<file path="src/rtl/spi_adc_responder.sv">
// SPI mode-0 responder that emulates a 12-bit two-channel ADC (start bit, sgl/odd/msbf, null bit, data).
// Optional ADC_LSBF_TAIL_EN macro adds the LSB-first tail after B0 when msbf=0.
//
// state      | meaning
// IDLE       | cs high, outputs quiet
// WAIT_START | cs low, waiting for the first mosi=1 on a rising sck
// CONFIG     | shifting in sgl, odd, msbf
// NULL_BIT   | next falling edge drives the null bit
// DATA       | B11..B0 driven MSB first on falling edges
// TAIL       | B1..B11 driven LSB first (macro builds only)
// HOLD       | frame payload done, miso held at 0 until cs rises
module spi_adc_responder #(
    parameter int SYNC_STAGES = 2
) (
    input  logic        clk,
    input  logic        reset,
    input  logic        sck,
    input  logic        cs,
    input  logic        mosi,
    input  logic [11:0] sample_ch0,
    input  logic [11:0] sample_ch1,
    output logic        miso,
    output logic        miso_oe,
    output logic        sample_ack,
    output logic        frame_done,
    output logic        frame_err,
    output logic [2:0]  cfg
);

    typedef enum logic [2:0] {
        IDLE,
        WAIT_START,
        CONFIG,
        NULL_BIT,
        DATA,
        TAIL,
        HOLD
    } state_t;

    logic [SYNC_STAGES-1:0] sck_sync_q, sck_sync_d;
    logic [SYNC_STAGES-1:0] cs_sync_q, cs_sync_d;
    logic [SYNC_STAGES-1:0] mosi_sync_q, mosi_sync_d;
    logic sck_prev_q, sck_prev_d;
    logic cs_prev_q, cs_prev_d;

    state_t      state_q, state_d;
    logic [3:0]  bit_cnt_q, bit_cnt_d;
    logic [1:0]  cfg_sh_q, cfg_sh_d;
    logic [2:0]  cfg_q, cfg_d;
    logic [11:0] hold_q, hold_d;
    logic        miso_q, miso_d;
    logic        miso_oe_q, miso_oe_d;
    logic        sample_ack_q, sample_ack_d;
    logic        frame_done_q, frame_done_d;
    logic        frame_err_q, frame_err_d;

    logic sck_s, cs_s, mosi_s;
    logic sck_rise, sck_fall, cs_rise, cs_fall;

    assign sck_s  = sck_sync_q[SYNC_STAGES-1];
    assign cs_s   = cs_sync_q[SYNC_STAGES-1];
    assign mosi_s = mosi_sync_q[SYNC_STAGES-1];

    assign sck_rise = sck_s & ~sck_prev_q;
    assign sck_fall = ~sck_s & sck_prev_q;
    assign cs_rise  = cs_s & ~cs_prev_q;
    assign cs_fall  = ~cs_s & cs_prev_q;

    always_comb begin
        sck_sync_d  = {sck_sync_q[SYNC_STAGES-2:0], sck};
        cs_sync_d   = {cs_sync_q[SYNC_STAGES-2:0], cs};
        mosi_sync_d = {mosi_sync_q[SYNC_STAGES-2:0], mosi};
        sck_prev_d  = sck_s;
        cs_prev_d   = cs_s;
    end

    always_comb begin
        state_d      = state_q;
        bit_cnt_d    = bit_cnt_q;
        cfg_sh_d     = cfg_sh_q;
        cfg_d        = cfg_q;
        hold_d       = hold_q;
        miso_d       = miso_q;
        miso_oe_d    = miso_oe_q;
        sample_ack_d = 1'b0;
        frame_done_d = 1'b0;
        frame_err_d  = 1'b0;

        // cs rise wins over any coincident sck edge
        if (state_q != IDLE && cs_rise) begin
            state_d   = IDLE;
            miso_d    = 1'b0;
            miso_oe_d = 1'b0;
            bit_cnt_d = 4'd0;
            case (state_q)
                CONFIG, NULL_BIT, DATA: frame_err_d  = 1'b1;
                TAIL, HOLD:             frame_done_d = 1'b1;
                default:                ;
            endcase
        end else begin
            case (state_q)
                IDLE: begin
                    if (cs_fall) begin
                        state_d   = WAIT_START;
                        miso_oe_d = 1'b1;
                        miso_d    = 1'b0;
                    end
                end
                WAIT_START: begin
                    if (sck_rise && mosi_s) begin
                        state_d   = CONFIG;
                        bit_cnt_d = 4'd0;
                    end
                end
                CONFIG: begin
                    if (sck_rise) begin
                        if (bit_cnt_q == 4'd2) begin
                            cfg_d        = {cfg_sh_q, mosi_s};
                            hold_d       = cfg_sh_q[0] ? sample_ch1 : sample_ch0;
                            sample_ack_d = 1'b1;
                            state_d      = NULL_BIT;
                            bit_cnt_d    = 4'd0;
                        end else begin
                            cfg_sh_d  = {cfg_sh_q[0], mosi_s};
                            bit_cnt_d = bit_cnt_q + 4'd1;
                        end
                    end
                end
                NULL_BIT: begin
                    if (sck_fall) begin
                        miso_d    = 1'b0;
                        state_d   = DATA;
                        bit_cnt_d = 4'd11;
                    end
                end
                DATA: begin
                    if (sck_fall) begin
                        miso_d = hold_q[bit_cnt_q];
                        if (bit_cnt_q == 4'd0) begin
`ifdef ADC_LSBF_TAIL_EN
                            if (!cfg_q[0]) begin
                                state_d   = TAIL;
                                bit_cnt_d = 4'd1;
                            end else begin
                                state_d   = HOLD;
                                bit_cnt_d = 4'd0;
                            end
`else
                            state_d   = HOLD;
                            bit_cnt_d = 4'd0;
`endif
                        end else begin
                            bit_cnt_d = bit_cnt_q - 4'd1;
                        end
                    end
                end
`ifdef ADC_LSBF_TAIL_EN
                TAIL: begin
                    if (sck_fall) begin
                        miso_d = hold_q[bit_cnt_q];
                        if (bit_cnt_q == 4'd11) begin
                            state_d   = HOLD;
                            bit_cnt_d = 4'd0;
                        end else begin
                            bit_cnt_d = bit_cnt_q + 4'd1;
                        end
                    end
                end
`endif
                HOLD: begin
                    // last payload bit stays valid until the following falling edge
                    if (sck_fall) begin
                        miso_d = 1'b0;
                    end
                end
                default: begin
                    state_d   = IDLE;
                    miso_d    = 1'b0;
                    miso_oe_d = 1'b0;
                    bit_cnt_d = 4'd0;
                end
            endcase
        end
    end

    always_ff @(posedge clk) begin
        if (reset) begin
            sck_sync_q   <= '0;
            cs_sync_q    <= '0;
            mosi_sync_q  <= '0;
            sck_prev_q   <= 1'b0;
            cs_prev_q    <= 1'b0;
            state_q      <= IDLE;
            bit_cnt_q    <= 4'd0;
            cfg_sh_q     <= 2'b00;
            cfg_q        <= 3'b000;
            hold_q       <= 12'h000;
            miso_q       <= 1'b0;
            miso_oe_q    <= 1'b0;
            sample_ack_q <= 1'b0;
            frame_done_q <= 1'b0;
            frame_err_q  <= 1'b0;
        end else begin
            sck_sync_q   <= sck_sync_d;
            cs_sync_q    <= cs_sync_d;
            mosi_sync_q  <= mosi_sync_d;
            sck_prev_q   <= sck_prev_d;
            cs_prev_q    <= cs_prev_d;
            state_q      <= state_d;
            bit_cnt_q    <= bit_cnt_d;
            cfg_sh_q     <= cfg_sh_d;
            cfg_q        <= cfg_d;
            hold_q       <= hold_d;
            miso_q       <= miso_d;
            miso_oe_q    <= miso_oe_d;
            sample_ack_q <= sample_ack_d;
            frame_done_q <= frame_done_d;
            frame_err_q  <= frame_err_d;
        end
    end

    assign miso       = miso_q;
    assign miso_oe    = miso_oe_q;
    assign sample_ack = sample_ack_q;
    assign frame_done = frame_done_q;
    assign frame_err  = frame_err_q;
    assign cfg        = cfg_q;

endmodule
</file>
<file path="config.mk">
export PLATFORM = sky130hd
export DESIGN_NAME = spi_adc_responder
export DESIGN_NICKNAME = d
export VERILOG_FILES = /design/src/rtl/spi_adc_responder.sv
export SDC_FILE = /design/constraint.sdc
export NUM_CORES = 1
export LEC_CHECK = 0
export CORE_AREA = 4 4 53 103
export DETAILED_ROUTE_END_ITERATION = 12
export DIE_AREA = 0 0 57 107
export PLACE_DENSITY = 0.68
export SETUP_SLACK_MARGIN = 0.3
export SKIP_CTS_REPAIR_TIMING = 1
export SLEW_MARGIN = 20
export SYNTH_ARGS = -nofsm -noshare
export SYNTH_HDL_FRONTEND = slang
export SYNTH_SLANG_ARGS = --single-unit
</file>
<file path="constraint.sdc">
create_clock -name clk -period 4.7 [get_ports clk]
set_clock_uncertainty 0.05 [all_clocks]
set_input_delay 0.94 -clock clk [delete_from_list [all_inputs] [get_ports clk]]
set_output_delay 0.94 -clock clk [all_outputs]
set_load 0.01 [all_outputs]
</file>
==> impl_metrics.py <==
metrics = {
    "synthesis": {
        "syn_nets": 239,
        "synth_top_cell_area_share_pct": 36.2,
        "ys.flop_type": "dfxtp_1",
        "ys_warn_count": 0,
        "synthArstFlopShare_pct": 0,
        "syn_area_per_cell_um2": 9.75,
        "synth_edf_count": 0,
        "ys_ff_latch": 37,
        "synth_cell_types": 60,
        "synth_area_um2": 2050,
        "synth_seq_area_share_pct": 36.2,
        "yosysTopAreaCell": "dfxtp_1",
        "synth_area_leaders": "dfxtp_1 36%, mux2i_1 9.8%, nor2b_1 4.9%",
        "synth_cells": 210,
    },
    "floorplanning": {
        "rows": 35,
        "die_area_um2": 6100,
        "io_pins": 37,
        "initial_utilization_pct": 44.1,
        "design.core.area_um2": 4640,
        "die_h_um": 107,
        "die_w_um": 57,
    },
    "sta": {
        "setup_viol_count_final": 0,
        "timing.fmax_mhz": 434,
        "period_needed_ns": 2.30,
        "layout_worst_path_cycle_share_pct": 49.0,
        "hold_viol_final": 0,
        "grt_setup_unrepaired": "no",
        "worst_slew_margin_rel_pct": 40.7,
        "slew_violations": 0,
        "setup_tns_ns": 0,
        "worst_pin_slew_ns": 0.889,
    },
    "detailed_routing": {
        "route.detailed.drc": 0,
        "initialDrtViolationCount": 46,
        "viasPerCell": 5.60,
        "wl_mm": 4.24,
        "ant_nets": 0,
        "vias": 1636,
        "drtPass1Iterations": 4,
        "avgRoutedWirePerCell_um": 14.5,
    },
    "power_and_ir_drop": {
        "p_leak_uw": 0.000776,
        "netSwitchingPower_uw": 220,
        "share_comb_of_total_power_pct": 18.4,
        "vdd_drop_max_mv": 0.233,
        "seqPwrFrac_pct": 46.2,
        "p_clk_share_pct": 35.3,
        "p_per_area_nw_per_um2": 316,
        "p_sw_share_pct": 28.0,
        "p_int_uw": 568,
    },
    "cells_and_area": {
        "syn2layout_area_growth_pct": 21.8,
        "stdcell_count": 292,
        "final_util_pct": 53.7,
        "multi_input_area_um2": 1190,
        "register_area_um2": 741,
        "diodes": 0,
        "drive_gt1_share_pct": 16.0,
        "num-fill-cells": 454,
        "fin_nets": 265,
    },
    "placed_design": {
        "place_inst": 284,
        "dp.final_hpwl_mm": 3.08,
        "port_buffers": 36,
        "gp_congestion": 0.834,
    },
    "setup_path": {
        "crit_buf_inv": 3,
        "reg2reg_to": "bit_cnt_q[3]",
        "crit_family": "buffers and inverters",
        "critPathSlowestCell": "clkdlybuf4s50_1",
        "path_max_fanout": 27,
        "crit_path_max_incr_delay_ns": 0.45,
        "reg2reg_slack_ns": 2.46,
        "cp_cell_sequence": "clkdlybuf4s50_1, buf_4, inv_1, o211ai_1, a31oi_2, a221o_1",
        "r2r_cells": 4,
        "endpoint_kind": "register",
        "required_ns": 4.84,
        "path_class": "input pin to register",
        "crit_arrival_ns": 2.44,
        "start_kind": "input pin",
        "rr_startpoint": "state_q[1]",
    },
    "grt": {
        "antenna_found_initial": 0,
        "top_usage_layer": "met2",
        "grt_overflow_total": 0,
        "grt_util_met3_pct": 2.53,
        "grt_pass1_wl_mm": 7.11,
        "grtUsageTotal_pct": 14.9,
        "grt_max_degree": 29,
        "met2_usage_pct": 25.1,
        "grtUsageMet1_pct": 17.4,
        "grt_pass1_vias": 1501,
    },
    "cts": {
        "cts.sinks": 37,
        "clk_pin_slew_ns": 0.08,
        "cts_buffers": 5,
        "clk-insertion-delay-late_ns": 0.29,
        "cts_buffer_depth": 2,
        "cts_tree": "done",
        "h-tree-depth": 2,
        "cts_root_buf": "clkbuf_8",
    },
    "hold_path": {
        "hold-path-cell-count": 1,
        "hp-class": "register to register",
        "min_to": "cs_sync_q[1]",
        "hold_start": "cs_sync_q[0]",
    },
    "status": {
        "status": "finished, final reports clean",
    },
    "flow_run": {
        "maxCapViolCount": 0,
    },
}
power groups by stage:
stage	registers [uW]	logic [uW]	clock network, uW
2_1_floorplan	344	130	0
3_3_place_gp	371	145	0
3_5_place_dp	371	146	0
4_1_cts	364	146	286
5_1_grt	369	160	300
6_report	364	145	278
layer usage:
metal  wire (um)  share of wire [%]  vias to the layer above
met4          62                1.5                        0
met2        2320                 55                       29
met1        1740                 41                      775
met3         122                2.9                        4
li1            -                  -                      828
met5           0                  0                        -
kinds of logic (layout without fill, tap and decap cells):
kind of cell	count (synthesis)	in the layout	share of synthesized area [%]
simple gates	78	78	25.3
buf+inv	21	48	5.87
compound gates	51	51	21.3
xor+xnor	1	1	0.428
flops	37	37	36.2
mux	22	22	10.9
layout by cell type (no fill, tap or decap), drive strengths merged, types with 3 or more instances in the layout:
cell           netlist  layout
dfxtp               37      37
o21ai                7       7
clkdlybuf4s50        0      36
o211ai               3       3
nor4b                3       3
a22o                 3       3
and2                 3       3
nor4bb               4       4
nand2b               3       3
nor3b                3       3
nor2b               16      16
mux2i               20      20
a21oi                5       5
nor2                21      21
nand3                4       4
nand2                6       6
clkbuf               5       5
nor3                 3       3
a22oi                3       3
a211oi              12      12
cell usage after synthesis, types with 3 or more instances:
library cell	number
and2_1	3
a22oi_1	3
buf_4	4
nor2_2	7
nor4bb_1	4
nand3_1	4
a21oi_1	4
a211oi_1	5
mux2i_1	20
nor3_1	3
nor2b_1	16
o211ai_1	3
nand2_1	6
dfxtp_1	37
nand2b_1	3
a211oi_2	7
nor2_1	14
buf_2	6
clkbuf_1	5
o21ai_0	6
a22o_1	3
registers in the layout (all words and copies together), names as in the netlist:
name / count
state_q: 3
miso_oe: 1
cs_prev_q: 1
sample_ack: 1
frame_err: 1
cs_sync_q: 2
miso: 1
hold_q: 12
cfg: 3
frame_done: 1
cfg_sh_q: 2
sck_sync_q: 2
mosi_sync_q: 2
bit_cnt_q: 4
sck_prev_q: 1
area by class of cell:
cell class	count	area share, %
multi-input cells	152	47.6
well taps	55	2.76
repair buffers	38	15.1
clock inverters	3	1.86
clock buffers	5	2.76
flip-flops and latches	37	29.7
inverters	2	0.301
worst max path at each step:
stage | cells past startpoint | slack [ns] | end | start
after floorplan | 5 | 2.67 | bit_cnt_q[3] | reset
after global placement | 6 | 2.09 | bit_cnt_q[3] | reset
after detailed placement | 6 | 2.08 | bit_cnt_q[3] | reset
after CTS | 6 | 2.39 | bit_cnt_q[3] | reset
after global routing | 6 | 2.28 | bit_cnt_q[3] | reset
final | 6 | 2.40 | bit_cnt_q[3] | reset
through the flow:
stage	setup slack (ns)	hold slack (ns)	area (um2)	power (uW)
after floorplan	2.67	0.364	2050	474
after global placement	2.09	0.370	2380	516
after detailed placement	2.08	0.377	2380	517
after CTS	2.39	0.402	2490	796
after global routing	2.28	0.407	2490	828
final	2.40	0.397	2490	788
(Power assumes the default switching activity.)
